### src/rtl/alu_seq.sv
// Registered nine-op ALU with valid/ready on both sides; shift-add MUL takes WIDTH extra cycles.
// Latency 1 (MUL: WIDTH+1); a held result stalls intake until out_ready retires it.
module alu_seq #(
    parameter int WIDTH  = 4,
    parameter int MUL_EN = 1
) (
    input  logic             clk,
    input  logic             rst,
    input  logic             in_valid,
    output logic             in_ready,
    input  logic [3:0]       select,
    input  logic             in_c,
    input  logic [WIDTH-1:0] in_x,
    input  logic [WIDTH-1:0] in_y,
    output logic             out_valid,
    input  logic             out_ready,
    output logic [WIDTH-1:0] out_s,
    output logic             out_c,
    output logic             zero,
    output logic             overflow
);
    localparam int CW  = $clog2(WIDTH + 1);
    localparam int MSB = WIDTH - 1;

    typedef enum logic [1:0] {IDLE, BUSY, DONE} state_t;

    state_t               state_q, state_d;
    logic [WIDTH-1:0]     s_q, s_d;
    logic                 c_q, c_d;
    logic                 ovf_q, ovf_d;
    logic                 zero_q, zero_d;
    logic [WIDTH-1:0]     mcand_q, mcand_d;
    logic [2*WIDTH-1:0]   acc_q, acc_d;
    logic [CW-1:0]        cnt_q, cnt_d;

    logic                 accept;
    logic                 is_mul;
    logic                 lt_s;
    logic [WIDTH:0]       arith;
    logic [WIDTH-1:0]     alu_s;
    logic                 alu_c;
    logic                 alu_ovf;
    logic [WIDTH:0]       mul_sum;
    logic [2*WIDTH-1:0]   acc_step;

    assign in_ready  = (state_q == IDLE) || ((state_q == DONE) && out_ready);
    assign accept    = in_valid && in_ready;
    assign is_mul    = (MUL_EN != 0) && (select == 4'd8);
    assign lt_s      = $signed(in_x) < $signed(in_y);

    assign out_valid = (state_q == DONE);
    assign out_s     = s_q;
    assign out_c     = c_q;
    assign zero      = zero_q;
    assign overflow  = ovf_q;

    // Multiplier sits in the low half of acc; each step adds the multiplicand into the high half and shifts right.
    assign mul_sum  = {1'b0, acc_q[2*WIDTH-1:WIDTH]} + (acc_q[0] ? {1'b0, mcand_q} : {(WIDTH+1){1'b0}});
    assign acc_step = {mul_sum, acc_q[WIDTH-1:1]};

    always_comb begin
        arith   = '0;
        alu_s   = '0;
        alu_c   = 1'b0;
        alu_ovf = 1'b0;
        case (select)
            4'd0: begin
                arith   = {1'b0, in_x} + {1'b0, in_y} + {{WIDTH{1'b0}}, in_c};
                alu_s   = arith[WIDTH-1:0];
                alu_c   = arith[WIDTH];
                alu_ovf = (in_x[MSB] == in_y[MSB]) && (alu_s[MSB] != in_x[MSB]);
            end
            4'd1: begin
                arith   = {1'b0, in_x} + {1'b0, ~in_y} + {{WIDTH{1'b0}}, ~in_c};
                alu_s   = arith[WIDTH-1:0];
                alu_c   = arith[WIDTH];
                alu_ovf = (in_x[MSB] != in_y[MSB]) && (alu_s[MSB] != in_x[MSB]);
            end
            4'd2:    alu_s = ~in_x;
            4'd3:    alu_s = in_x & in_y;
            4'd4:    alu_s = in_x | in_y;
            4'd5:    alu_s = in_x ^ in_y;
            4'd6:    alu_s = {{(WIDTH-1){1'b0}}, lt_s};
            4'd7:    alu_s = {{(WIDTH-1){1'b0}}, (in_x == in_y)};
            default: alu_s = '0;
        endcase
    end

    always_comb begin
        state_d = state_q;
        s_d     = s_q;
        c_d     = c_q;
        ovf_d   = ovf_q;
        zero_d  = zero_q;
        mcand_d = mcand_q;
        acc_d   = acc_q;
        cnt_d   = cnt_q;
        case (state_q)
            BUSY: begin
                acc_d = acc_step;
                cnt_d = cnt_q + 1'b1;
                if (cnt_q == CW'(WIDTH - 1)) begin
                    state_d = DONE;
                    s_d     = acc_step[WIDTH-1:0];
                    c_d     = |acc_step[2*WIDTH-1:WIDTH];
                    ovf_d   = 1'b0;
                    zero_d  = (acc_step[WIDTH-1:0] == '0);
                end
            end
            DONE: begin
                if (out_ready) begin
                    state_d = IDLE;
                end
            end
            default: ;
        endcase
        // A fresh accept overrides the retire path above.
        if (accept) begin
            if (is_mul) begin
                state_d = BUSY;
                acc_d   = {{WIDTH{1'b0}}, in_y};
                mcand_d = in_x;
                cnt_d   = '0;
            end else begin
                state_d = DONE;
                s_d     = alu_s;
                c_d     = alu_c;
                ovf_d   = alu_ovf;
                zero_d  = (alu_s == '0);
            end
        end
    end

    always_ff @(posedge clk or posedge rst) begin
        if (rst) begin
            state_q <= IDLE;
            s_q     <= '0;
            c_q     <= 1'b0;
            ovf_q   <= 1'b0;
            zero_q  <= 1'b0;
            mcand_q <= '0;
            acc_q   <= '0;
            cnt_q   <= '0;
        end else begin
            state_q <= state_d;
            s_q     <= s_d;
            c_q     <= c_d;
            ovf_q   <= ovf_d;
            zero_q  <= zero_d;
            mcand_q <= mcand_d;
            acc_q   <= acc_d;
            cnt_q   <= cnt_d;
        end
    end
endmodule

### config.mk
export PLATFORM = sky130hd
export DESIGN_NAME = alu_seq
export DESIGN_NICKNAME = d
export VERILOG_FILES = /design/src/rtl/alu_seq.sv
export SDC_FILE = /design/constraint.sdc
export NUM_CORES = 1
export LEC_CHECK = 0
export ABC_AREA = 0
export BUFFER_PORTS_ARGS = -buffer_cell sky130_fd_sc_hd__buf_2
export CAP_MARGIN = 5
export CORE_AREA = 3 3 105 57
export CTS_CLUSTER_DIAMETER = 80
export DETAILED_ROUTE_END_ITERATION = 8
export DIE_AREA = 0 0 108 60
export PLACE_DENSITY_LB_ADDON = 0.1
export RECOVER_POWER = 25
export SLEW_MARGIN = 20
export SYNTH_ARGS = -nofsm -noshare
export SYNTH_HDL_FRONTEND = slang
export SYNTH_SLANG_ARGS = --single-unit
### constraint.sdc
create_clock -name clk -period 3.2 [get_ports clk]
set_clock_uncertainty 0.05 [all_clocks]
set_input_delay 0.32 -clock clk [delete_from_list [all_inputs] [get_ports clk]]
set_output_delay 0.32 -clock clk [all_outputs]
set_load 0.05 [all_outputs]
==> results of run 1 <==
## where the power goes
part | internal (mW) | total [mW] | switching, mW | leakage, nW
Sequential | 0.446 | 0.547 | 0.102 | 0.296
Clock | 0.167 | 0.268 | 0.101 | 0.0357
Combinational | 0.319 | 0.860 | 0.541 | 0.736
## synthesized netlist by cell type (4+ instances only)
| cell | count | area share |
|---|---|---|
| nor2b_1 | 5 | 0.016 |
| xnor2_1 | 5 | 0.022 |
| inv_1 | 20 | 0.037 |
| buf_4 | 4 | 0.015 |
| ha_1 | 18 | 0.11 |
| fa_1 | 5 | 0.050 |
| nand2_1 | 17 | 0.032 |
| a21oi_1 | 15 | 0.037 |
| o21ai_0 | 12 | 0.030 |
| nor2_1 | 22 | 0.041 |
| o21bai_1 | 4 | 0.015 |
| and2_1 | 5 | 0.016 |
| nor3_1 | 4 | 0.0099 |
| dfrtp_1 | 24 | 0.30 |
| nand3_1 | 7 | 0.017 |
| mux2i_1 | 13 | 0.065 |
| o22ai_1 | 6 | 0.019 |
## worst max-delay path: cells and delay by family
kind / cells / cell delay (ns)
adders and majority gates: 2 / 0.90
and+or+nand+nor: 2 / 0.33
muxes: 1 / 0.28
buffers and inverters: 2 / 0.22
AOI/OAI and AO/OA: 2 / 0.32
## flip-flops by register name (all words and copies together), names as in the netlist
name and flops:
zero 1, out_c 1, mcand_q 4, out_s 4
overflow 1, acc_q 8, cnt_q 3, state_q 2
## path summary, 6_finish.rpt
kind | startpoint | to | slack [ns] | cells after the start
hold reg to reg | mcand_q[3]$_DFFE_PP0P_ | mcand_q[3]$_DFFE_PP0P_ | 0.43 | 2
max in group asynchronous | rst | acc_q[3]$_DFF_PP0_ | 2.36 | 2
min in group clk | in_y[2] | acc_q[2]$_DFF_PP0_ | 0.25 | 3
setup / recovery | in_x[0] | zero$_DFF_PP0_ | 0.98 | 9
setup reg to reg | acc_q[0]$_DFF_PP0_ | out_c$_DFF_PP0_ | 1.22 | 8
hold / removal | rst | out_s[3]$_DFF_PP0_ | 0.18 | 2
## cell type report
class                      instances  share of cell area
clock buffer                       3             0.01837
clock inverter                     1             0.01336
inverter                          21             0.03508
multi-input combinational        175              0.5679
sequential                        24              0.2673
tap                               70             0.03898
timing repair buffer              26             0.05902
## cells by family (layout without fill, tap and decap cells)
| group | after synthesis | in the layout | synth area share |
|---|---|---|---|
| xor+xnor | 5 | 5 | 0.02172 |
| flops | 24 | 24 | 0.2980 |
| compound gates | 57 | 57 | 0.1831 |
| mux | 14 | 14 | 0.07014 |
| simple gates | 76 | 76 | 0.1968 |
| buf+inv | 30 | 51 | 0.06889 |
| fa+ha+maj | 23 | 23 | 0.1614 |
## per-layer routing
layer / vias up / track usage / share of wire
met4: 0 / 0.02158 / 0.0053
met1: 786 / 0.2286 / 0.52
met3: 2 / 0.02589 / 0.040
li1: 842 / - / -
met2: 31 / 0.2473 / 0.44
met5: - / 0 / 0
==> flow_summary_export.csv, run 1 <==
group,metric,value,unit
synthesis,post_synth_instance_area,2016,um2
power_and_ir_drop,power.leakage,1.068,nW
clocking,clk_latency,0.27,ns
finish,finish.cell_count_without_fillers,320,
synthesis,ys.warnings.count,0,
timing,final.setup.worst_slack,0.9756,ns
route,drt_pass_1_iters,4,
timing,timing.hold.ws,0.1808,ns
route,average_routed_wire_per_standard_cell,14.74,um
timing,finalMaxSlewViolations,0,
critical_path,critical_path_peak_fanout,4,
clocking,tritoncts_clock_tree,"done",
timing,finalSetupViolations,0,
global_routing,grt_first_pass_wirelength,7997,um
route,ant_nets,0,
clocking,cts_buffer_depth,2,
worst_hold_path,hold_path.class,"input pin to async pin",
placement,placed_cells_incl_taps,316,
finish,post_route_cells_drive_above_1_share,0.1520,
critical_path,end_kind,"flip-flop",
timing,period_needed,2.224,ns
synthesis,synth_sequential_area_ratio,0.2980,
clocking,htreeDepth,1,
die,die_height,60,um
die,die_area,6480,um2
timing,timing.setup.tns,0,ns
critical_path,timing_worst_setup_path_type,"input pin to flip-flop",
finish,fin_area,2247,um2
finish,layout_commonest_cell,"buf_2",
critical_path,timing.critical_path.from_type,"input pin",
die,initial_core_util,0.4050,
clocking,clock_tree.root_cell,"clkbuf_8",
timing,worst_slew_margin_rel,0.3969,
critical_path,crit_chain,"buf_2 -> inv_1 -> fa_1 -> fa_1 -> mux2_2 -> nand3_1 -> o21ai_0 -> nor4_1 -> a41o_1",
die,std_cell_rows,18,
finish,n_antenna_cell,0,
timing,maxClockFrequency,449.6,MHz
critical_path,cp.arrival,2.39,ns
placement,pre_cts_ws,0.7188,ns
finish,multiInputGateArea,1276,um2
global_routing,grt_overflow_total,0,
placement,placement.io_buffers,25,
global_routing,antenna_violations_before_repair,0,
finish,finalNetCount,291,
synthesis,synth-edff-count,0,
synthesis,synth-async-reset-ratio,1.000,
route,detail_route.drc_violations,0,
synthesis,synth_seq_cells,24,
finish,flow.area_growth_from_synthesis,11.48,%
route,drt_iter0_drc,57,
clocking,post_cts_resized,0,
critical_path,cpPeakStageDelay,0.48,ns
clocking,cts_setup_buffers,0,
timing,tightestPinTransition,0.9036,ns
clocking,clock_sinks,24,
power_and_ir_drop,vdd.ir_drop.worst,0.3020,mV
power_and_ir_drop,cellPowerDensity,745.7,nW/um2
global_routing,grt_pass1_vias,1615,
finish,finalCoreUtilization,0.4515,
finish,register_area,600.6,um2
route,detail_route.wirelength,4718,um
synthesis,syn_avg_cell_area,8.802,um2
timing,final-hold-violation-count,0,
global_routing,grt_usage,0.1555,
clocking,worst_setup_hold_path_clk_slew,0.09,ns
route,detailroute.via_count,1661,
die,boundaryPins,26,
run,max_cap_viol_count,0,
clocking,cts_made_buffers,3,
synthesis,synth_cell_type_count,45,
clocking,cts_hold_buffers,0,
finish,n_fill_cell,506,
placement,placed_wire_length_estimate,3668,um
run_status,run_status,"complete, no violations",
global_routing,largest_net_degree_at_the_start_of_global_routing,25,
placement,finalWeightedCongestion,0.8423,
placement,place_area,2176,um2
power_and_ir_drop,total_power,1.676,mW
synthesis,synth-main-ff-cell,"dfrtp_1",
route,route.detailed.vias_per_inst,5.191,
critical_path,worst_path_most_repeated_cell,"fa_1",
die,core_area,4977,um2
timing,period_share,0.6951,
die,fp.dieW,108,um
timing,rsz0062_at_grt,"false",
synthesis,post_synthesis_cell_count,229,
critical_path,crit_path_top_delay_cell,"fa_1",
synthesis,synth.net_count,269,
finish,layout_common_cells,"buf_2 (25), dfrtp_1 (24), nor2_1 (22), inv_1 (20), ha_1 (18)",
critical_path,cp_data_required_time,3.36,ns
Power figures use the tool's default switching activity.
==> inputs of run 2 (changes only) <==
ABC_AREA = 1   (was 0)
CORE_AREA = 3 3 106 57   (was 3 3 105 57)
DIE_AREA = 0 0 109 60   (was 0 0 108 60)
clock period = 2.03 ns   (was 3.2 ns; I/O delays follow)
==> flow_summary_export.csv, run 2 <==
group,metric,value,unit
critical_path,cp_data_required_time,2.14,ns
synthesis,most_frequent_cell_after_synthesis,"nand2_1",
power_and_ir_drop,power.switching_fraction,0.4439,
synthesis,ys.warnings.count,0,
critical_path,cpPeakStageDelay,0.40,ns
timing,timing.setup.tns,0,ns
run_status,run_status,"complete, no violations",
die,initial_core_util,0.4066,
timing,finalMaxSlewViolations,0,
route,detail_route.drc_violations,0,
finish,most_flop_heavy_register,"acc_q",
route,drt_pass_1_iters,5,
global_routing,grt_first_pass_wirelength,8631,um
finish,finish.cell_count_without_fillers,394,
die,core_area,5022,um2
clocking,clk_latency,0.26,ns
critical_path,cp.arrival,1.95,ns
finish,post_route_cells_drive_above_1_share,0.1698,
finish,layout_commonest_cell,"nand2_1",
synthesis,synth_top_cell_by_area,"dfrtp_1",
run,max_cap_viol_count,0,
critical_path,timing.critical_path.from_type,"flip-flop",
critical_path,crit_path_top_delay_cell,"fa_1",
critical_path,cp_num_buf_inv,2,
timing,tightestPinTransition,0.6097,ns
timing,finalSetupViolations,0,
finish,flow.area_growth_from_synthesis,15.13,%
finish,n_antenna_cell,0,
synthesis,post_synth_instance_area,2042,um2
finish,finalCoreUtilization,0.4681,
route,detailroute.via_count,1939,
route,route.detailed.vias_per_inst,4.921,
power_and_ir_drop,vdd.ir_drop.worst,0.3587,mV
clocking,clock_sinks,24,
die,die_area,6540,um2
critical_path,crit_chain,"nand2_1 -> inv_1 -> ha_1 -> inv_1 -> fa_1 -> xor2_1 -> nand4_1 -> nor2_1 -> nand2_1 -> nand2_1 -> a21oi_1",
timing,rsz0062_at_grt,"false",
placement,finalWeightedCongestion,0.8763,
power_and_ir_drop,cellPowerDensity,932.8,nW/um2
worst_hold_path,hold_path.class,"input pin to flip-flop",
route,average_routed_wire_per_standard_cell,13.09,um
clocking,clock_tree.root_cell,"clkbuf_8",
clocking,tritoncts_clock_tree,"done",
power_and_ir_drop,net-switching-power,973.5,uW
route,ant_nets,0,
power_and_ir_drop,p_comb_frac,0.496,
critical_path,worst_path_most_repeated_cell,"nand2_1",
power_and_ir_drop,intPower,1.220,mW
critical_path,critical_path.top_delay_family,"adder cells",
placement,placement.io_buffers,25,
synthesis,synth_cell_type_count,31,
placement,pre_cts_ws,0.008821,ns
timing,final.setup.worst_slack,0.1895,ns
placement,placed_wire_length_estimate,4126,um
critical_path,end_kind,"flip-flop",
clocking,worst_setup_hold_path_clk_slew,0.08,ns
synthesis,synth-main-ff-cell,"dfrtp_1",
synthesis,synth-async-reset-ratio,1.000,
synthesis,synth.top_cells.by_area,"dfrtp_1 (29%), nand2_1 (12%), ha_1 (11%)",
critical_path,critical_path_peak_fanout,4,
synthesis,synth_seq_cells,24,
die,fp.dieW,109,um
finish,layout_common_cells,"nand2_1 (67), inv_1 (38), nor2_1 (37), buf_2 (25)",
global_routing,grt_pass1_vias,1833,
timing,maxClockFrequency,543.3,MHz
placement,placed_cells_incl_taps,387,
route,drt_iter0_drc,60,
clocking,cts_buffer_depth,2,
timing,final-hold-violation-count,0,
synthesis,synth_sequential_area_ratio,0.2941,
critical_path,timing_worst_setup_path_type,"flip-flop to flip-flop",
synthesis,syn_avg_cell_area,7.041,um2
timing,period_share,0.9067,
route,detail_route.wirelength,5156,um
synthesis,netlist_top_cells_count,"nand2_1 (67), inv_1 (38), nor2_1 (37)",
global_routing,grt_usage,0.1694,
timing,worst_slew_margin_rel,0.5935,
synthesis,synth-edff-count,0,
power_and_ir_drop,power_frac_seq,0.356,
die,die_height,60,um
die,std_cell_rows,18,
synthesis,synth.net_count,330,
power_and_ir_drop,power.leakage,1.260,nW
power_and_ir_drop,clkPwrFrac,0.148,
global_routing,antenna_violations_before_repair,0,
global_routing,largest_net_degree_at_the_start_of_global_routing,25,
finish,largest_register_ffs,8,
die,boundaryPins,26,
finish,finalNetCount,365,
clocking,cts_made_buffers,3,
synthesis,synth_largest_type_area_fraction,0.2941,
timing,period_needed,1.841,ns
synthesis,post_synthesis_cell_count,290,
clocking,htreeDepth,1,
global_routing,grt_overflow_total,0,
## run 2: cell types whose count changed after synthesis, sizes merged, moves of 5 or more
| cell | change |
|---|---|
| inv | +26 |
| mux2i | -13 |
| nand2 | +51 |
| nand3 | +17 |
| nor2 | +20 |
| nor2b | -5 |
| o21ai | +6 |
## run 2: worst paths after layout
path	start	end	slack [ns]	cells after the start
hold / removal	in_valid	out_s[1]$_DFF_PP0_	0.17	3
hold reg to reg	mcand_q[3]$_DFFE_PP0P_	mcand_q[3]$_DFFE_PP0P_	0.45	2
min in group asynchronous	rst	state_q[1]$_DFFE_PP0P_	0.58	4
max in group asynchronous	rst	out_s[2]$_DFF_PP0_	0.95	4
setup reg to reg	acc_q[0]$_DFF_PP0_	out_c$_DFF_PP0_	0.19	11
setup / recovery	acc_q[0]$_DFF_PP0_	out_c$_DFF_PP0_	0.19	11
## run 2: tightest hold or removal path, stage by stage
cell and delay [ns]:
buf_2 0.12, nand3_1 0.07, o21ai_1 0.06
## run 2: area by class of cell
type / count / area, um2
fill: 537 / 2671
multi-input combinational: 215 / 1239
sequential: 24 / 600.6
timing repair buffer: 34 / 192.7
inverter: 47 / 176.4
tap: 70 / 87.58
clock buffer: 4 / 55.05
## run 2: per-stage QoR
step	total power [mW]	instance area (um2)	hold WS [ns]
after floorplan	1.585	2042	0.1676
after global placement	1.830	2273	0.2177
after detailed placement	1.850	2273	0.2220
after CTS	2.181	2338	0.1542
after global routing	2.386	2351	0.1576
final	2.193	2351	0.1657
## run 2: cells by family after synthesis
family	synth area share
buffers and inverters	0.09926
xor gates and xnor gates	0.02145
AOI/OAI and AO/OA	0.1189
and+or+nand+nor	0.3070
DFF	0.2941
adders and majority gates	0.1593
## run 2: power groups by stage
stage,sequential [mW],combinational [mW],clock [mW]
6_report,0.781,1.09,0.325
2_1_floorplan,0.890,0.694,0
5_1_grt,0.801,1.23,0.352
3_5_place_dp,0.793,1.06,0
4_1_cts,0.785,1.06,0.335
3_3_place_gp,0.789,1.04,0
## run 2: layer usage
layer	wire length (um)	part of all wire	global-route usage
met1	2531	0.49	0.2465
met2	2264	0.44	0.2731
met3	319	0.062	0.02373
met4	41	0.0080	0.02698
met5	0	0	0
## run 2: repair_timing
action	4_1_cts	5_1_grt
setup endpoints to repair	0	1
gates resized for setup	0	0
endpoints found under the hold margin	24	0
buffers inserted	0	2
hold buffers	1	0
==> inputs of run 3 (changes only) <==
CELL_PAD_IN_SITES_DETAIL_PLACEMENT = 1   (was not set)
CELL_PAD_IN_SITES_GLOBAL_PLACEMENT = 1   (was not set)
CORE_AREA = 3 3 108 58   (was 3 3 106 57)
DIE_AREA = 0 0 111 61   (was 0 0 109 60)
==> flow_summary_export.csv, run 3 (same netlist as run 2, synthesis figures left out) <==
group,metric,value,unit
global_routing,grt_pass1_vias,2009,
critical_path,cp_data_required_time,2.13,ns
clocking,htreeDepth,1,
power_and_ir_drop,power.switching_fraction,0.4382,
critical_path,timing.critical_path.from_type,"flip-flop",
power_and_ir_drop,cellPowerDensity,981.5,nW/um2
route,drt_pass_1_iters,4,
route,detail_route.drc_violations,0,
timing,final-hold-violation-count,0,
die,std_cell_rows,19,
die,fp.dieW,111,um
timing,period_needed,1.884,ns
critical_path,worst_path_most_repeated_cell,"nand2_1",
finish,layout_common_cells,"nand2_1 (67), inv_1 (38), nor2_1 (37), buf_2 (25)",
finish,layout_commonest_cell,"nand2_1",
finish,post_route_cells_drive_above_1_share,0.1754,
placement,placement.io_buffers,25,
clocking,cts_made_buffers,3,
finish,n_antenna_cell,0,
power_and_ir_drop,p_comb_frac,0.484,
clocking,tritoncts_clock_tree,"done",
finish,finalCoreUtilization,0.4422,
clocking,cts_buffer_depth,2,
power_and_ir_drop,net-switching-power,1.026,mW
power_and_ir_drop,clkPwrFrac,0.180,
clocking,clock_sinks,24,
timing,finalMaxSlewViolations,0,
clocking,clk_latency,0.27,ns
timing,rsz0062_at_grt,"false",
clocking,worst_setup_hold_path_clk_slew,0.09,ns
route,route.detailed.vias_per_inst,4.965,
timing,tightestPinTransition,0.6072,ns
finish,largest_register_ffs,8,
placement,placed_wire_length_estimate,4858,um
global_routing,grt_usage,0.1882,
finish,most_flop_heavy_register,"acc_q",
die,core_area,5396,um2
critical_path,timing_worst_setup_path_type,"flip-flop to flip-flop",
timing,finalSetupViolations,0,
power_and_ir_drop,power.leakage,1.274,nW
finish,flow.area_growth_from_synthesis,16.85,%
die,initial_core_util,0.3784,
timing,period_share,0.9279,
finish,n_fill_cell,706,
timing,worst_slew_margin_rel,0.5952,
route,drt_iter0_drc,54,
die,die_area,6771,um2
critical_path,critical_path_peak_fanout,3,
global_routing,grt_first_pass_wirelength,10050,um
die,die_height,61,um
global_routing,antenna_violations_before_repair,0,
global_routing,largest_net_degree_at_the_start_of_global_routing,25,
critical_path,end_kind,"flip-flop",
route,average_routed_wire_per_standard_cell,14.92,um
power_and_ir_drop,vdd.ir_drop.worst,0.5970,mV
timing,timing.hold.ws,0.1639,ns
clocking,clock_tree.root_cell,"clkbuf_8",
finish,finalNetCount,366,
global_routing,grt_overflow_total,0,
route,detailroute.via_count,1976,
die,boundaryPins,26,
critical_path,cp.arrival,1.99,ns
power_and_ir_drop,intPower,1.316,mW
run_status,run_status,"complete, no violations",
timing,maxClockFrequency,530.9,MHz
critical_path,crit_chain,"nand2_1 -> inv_1 -> ha_1 -> inv_1 -> fa_1 -> xor2_2 -> nand4_1 -> nor2_1 -> nand2_1 -> nand2_1 -> a21oi_1",
placement,finalWeightedCongestion,0.8655,
power_and_ir_drop,power_frac_seq,0.336,
critical_path,cpPeakStageDelay,0.42,ns
power_and_ir_drop,total_power,2.342,mW
route,detail_route.wirelength,5939,um
worst_hold_path,hold_path.class,"input pin to flip-flop",
run,max_cap_viol_count,0,
critical_path,crit_path_top_delay_cell,"fa_1",
route,ant_nets,0,
run 3: cell count changes in the layout (fill, tap and decap cells not counted):
| cell | previous run | this run |
|---|---|---|
| bufinv_16 | 0 | 1 |
| xor2_1 | 3 | 2 |
| buf_4 | 7 | 8 |
| o21ai_1 | 15 | 16 |
| o21ai_0 | 5 | 4 |
| xor2_2 | 0 | 1 |
| clkbuf_8 | 4 | 3 |
run 3: what timing repair did:
item                       4_1_cts  5_1_grt
setup buffers                    0        1
hold buffers                     1        0
setup endpoints to repair        0        1
resized for setup                0        2
hold endpoints to repair        24        0
run 3: power by group through the flow:
| stage | clock, mW | combinational, mW | sequential (mW) |
|---|---|---|---|
| floorplan | 0 | 0.694 | 0.890 |
| CTS | 0.432 | 1.11 | 0.792 |
| global route | 0.459 | 1.28 | 0.809 |
| finish | 0.422 | 1.13 | 0.786 |
| detailed placement | 0 | 1.11 | 0.798 |
| global placement | 0 | 1.06 | 0.787 |
run 3: path summary, 6_finish.rpt:
path	from	end	slack (ns)	depth (start not counted)
worst min-delay path	in_valid	out_s[1]$_DFF_PP0_	0.16	3
min in group asynchronous	rst	out_s[0]$_DFF_PP0_	0.57	4
max in group asynchronous	rst	acc_q[0]$_DFF_PP0_	0.96	4
worst min register to register	mcand_q[2]$_DFFE_PP0P_	mcand_q[2]$_DFFE_PP0P_	0.47	2
worst max-delay path	acc_q[0]$_DFF_PP0_	out_c$_DFF_PP0_	0.15	11
worst max register to register	acc_q[0]$_DFF_PP0_	out_c$_DFF_PP0_	0.15	11
run 3: layout make-up:
type / count / area, um2 / area share
Clock buffer: 3 / 41.29 / 0.01730
Inverter: 47 / 176.4 / 0.07394
Sequential cell: 24 / 600.6 / 0.2517
Tap cell: 73 / 91.34 / 0.03828
Clock inverter: 1 / 30.03 / 0.01259
Timing Repair Buffer: 35 / 200.2 / 0.08390
Multi-Input combinational cell: 215 / 1246 / 0.5223
run 3: per-layer routing:
layer  vias to the layer above  GRT usage  wire (um)
met3                         2    0.02390        126
met4                         0    0.01579         26
met5                         -          0          0
met2                        23     0.3422       2756
li1                        991          -          -
met1                       960     0.2565       3029
run 3: worst max-delay path, delay by kind of cell, from the launching register on:
kind,cells,cell delay (ns)
buf+inv,2,0.11
xor+xnor,1,0.16
fa+ha+maj,2,0.58
flops,1,0.38
compound gates,1,0.08
simple gates,5,0.41
run 3: stage by stage:
stage / worst slack (ns) / instances / TNS, ns / cell area, um2
3_5_place_dp: -0.01968 / 392 / -0.02109 / 2292
3_3_place_gp: 0.03562 / 392 / 0 / 2292
6_report: 0.1464 / 398 / 0 / 2386
5_1_grt: 0.004580 / 398 / 0 / 2386
4_1_cts: 0.05749 / 397 / 0 / 2374
2_1_floorplan: 0.09088 / 290 / 0 / 2042
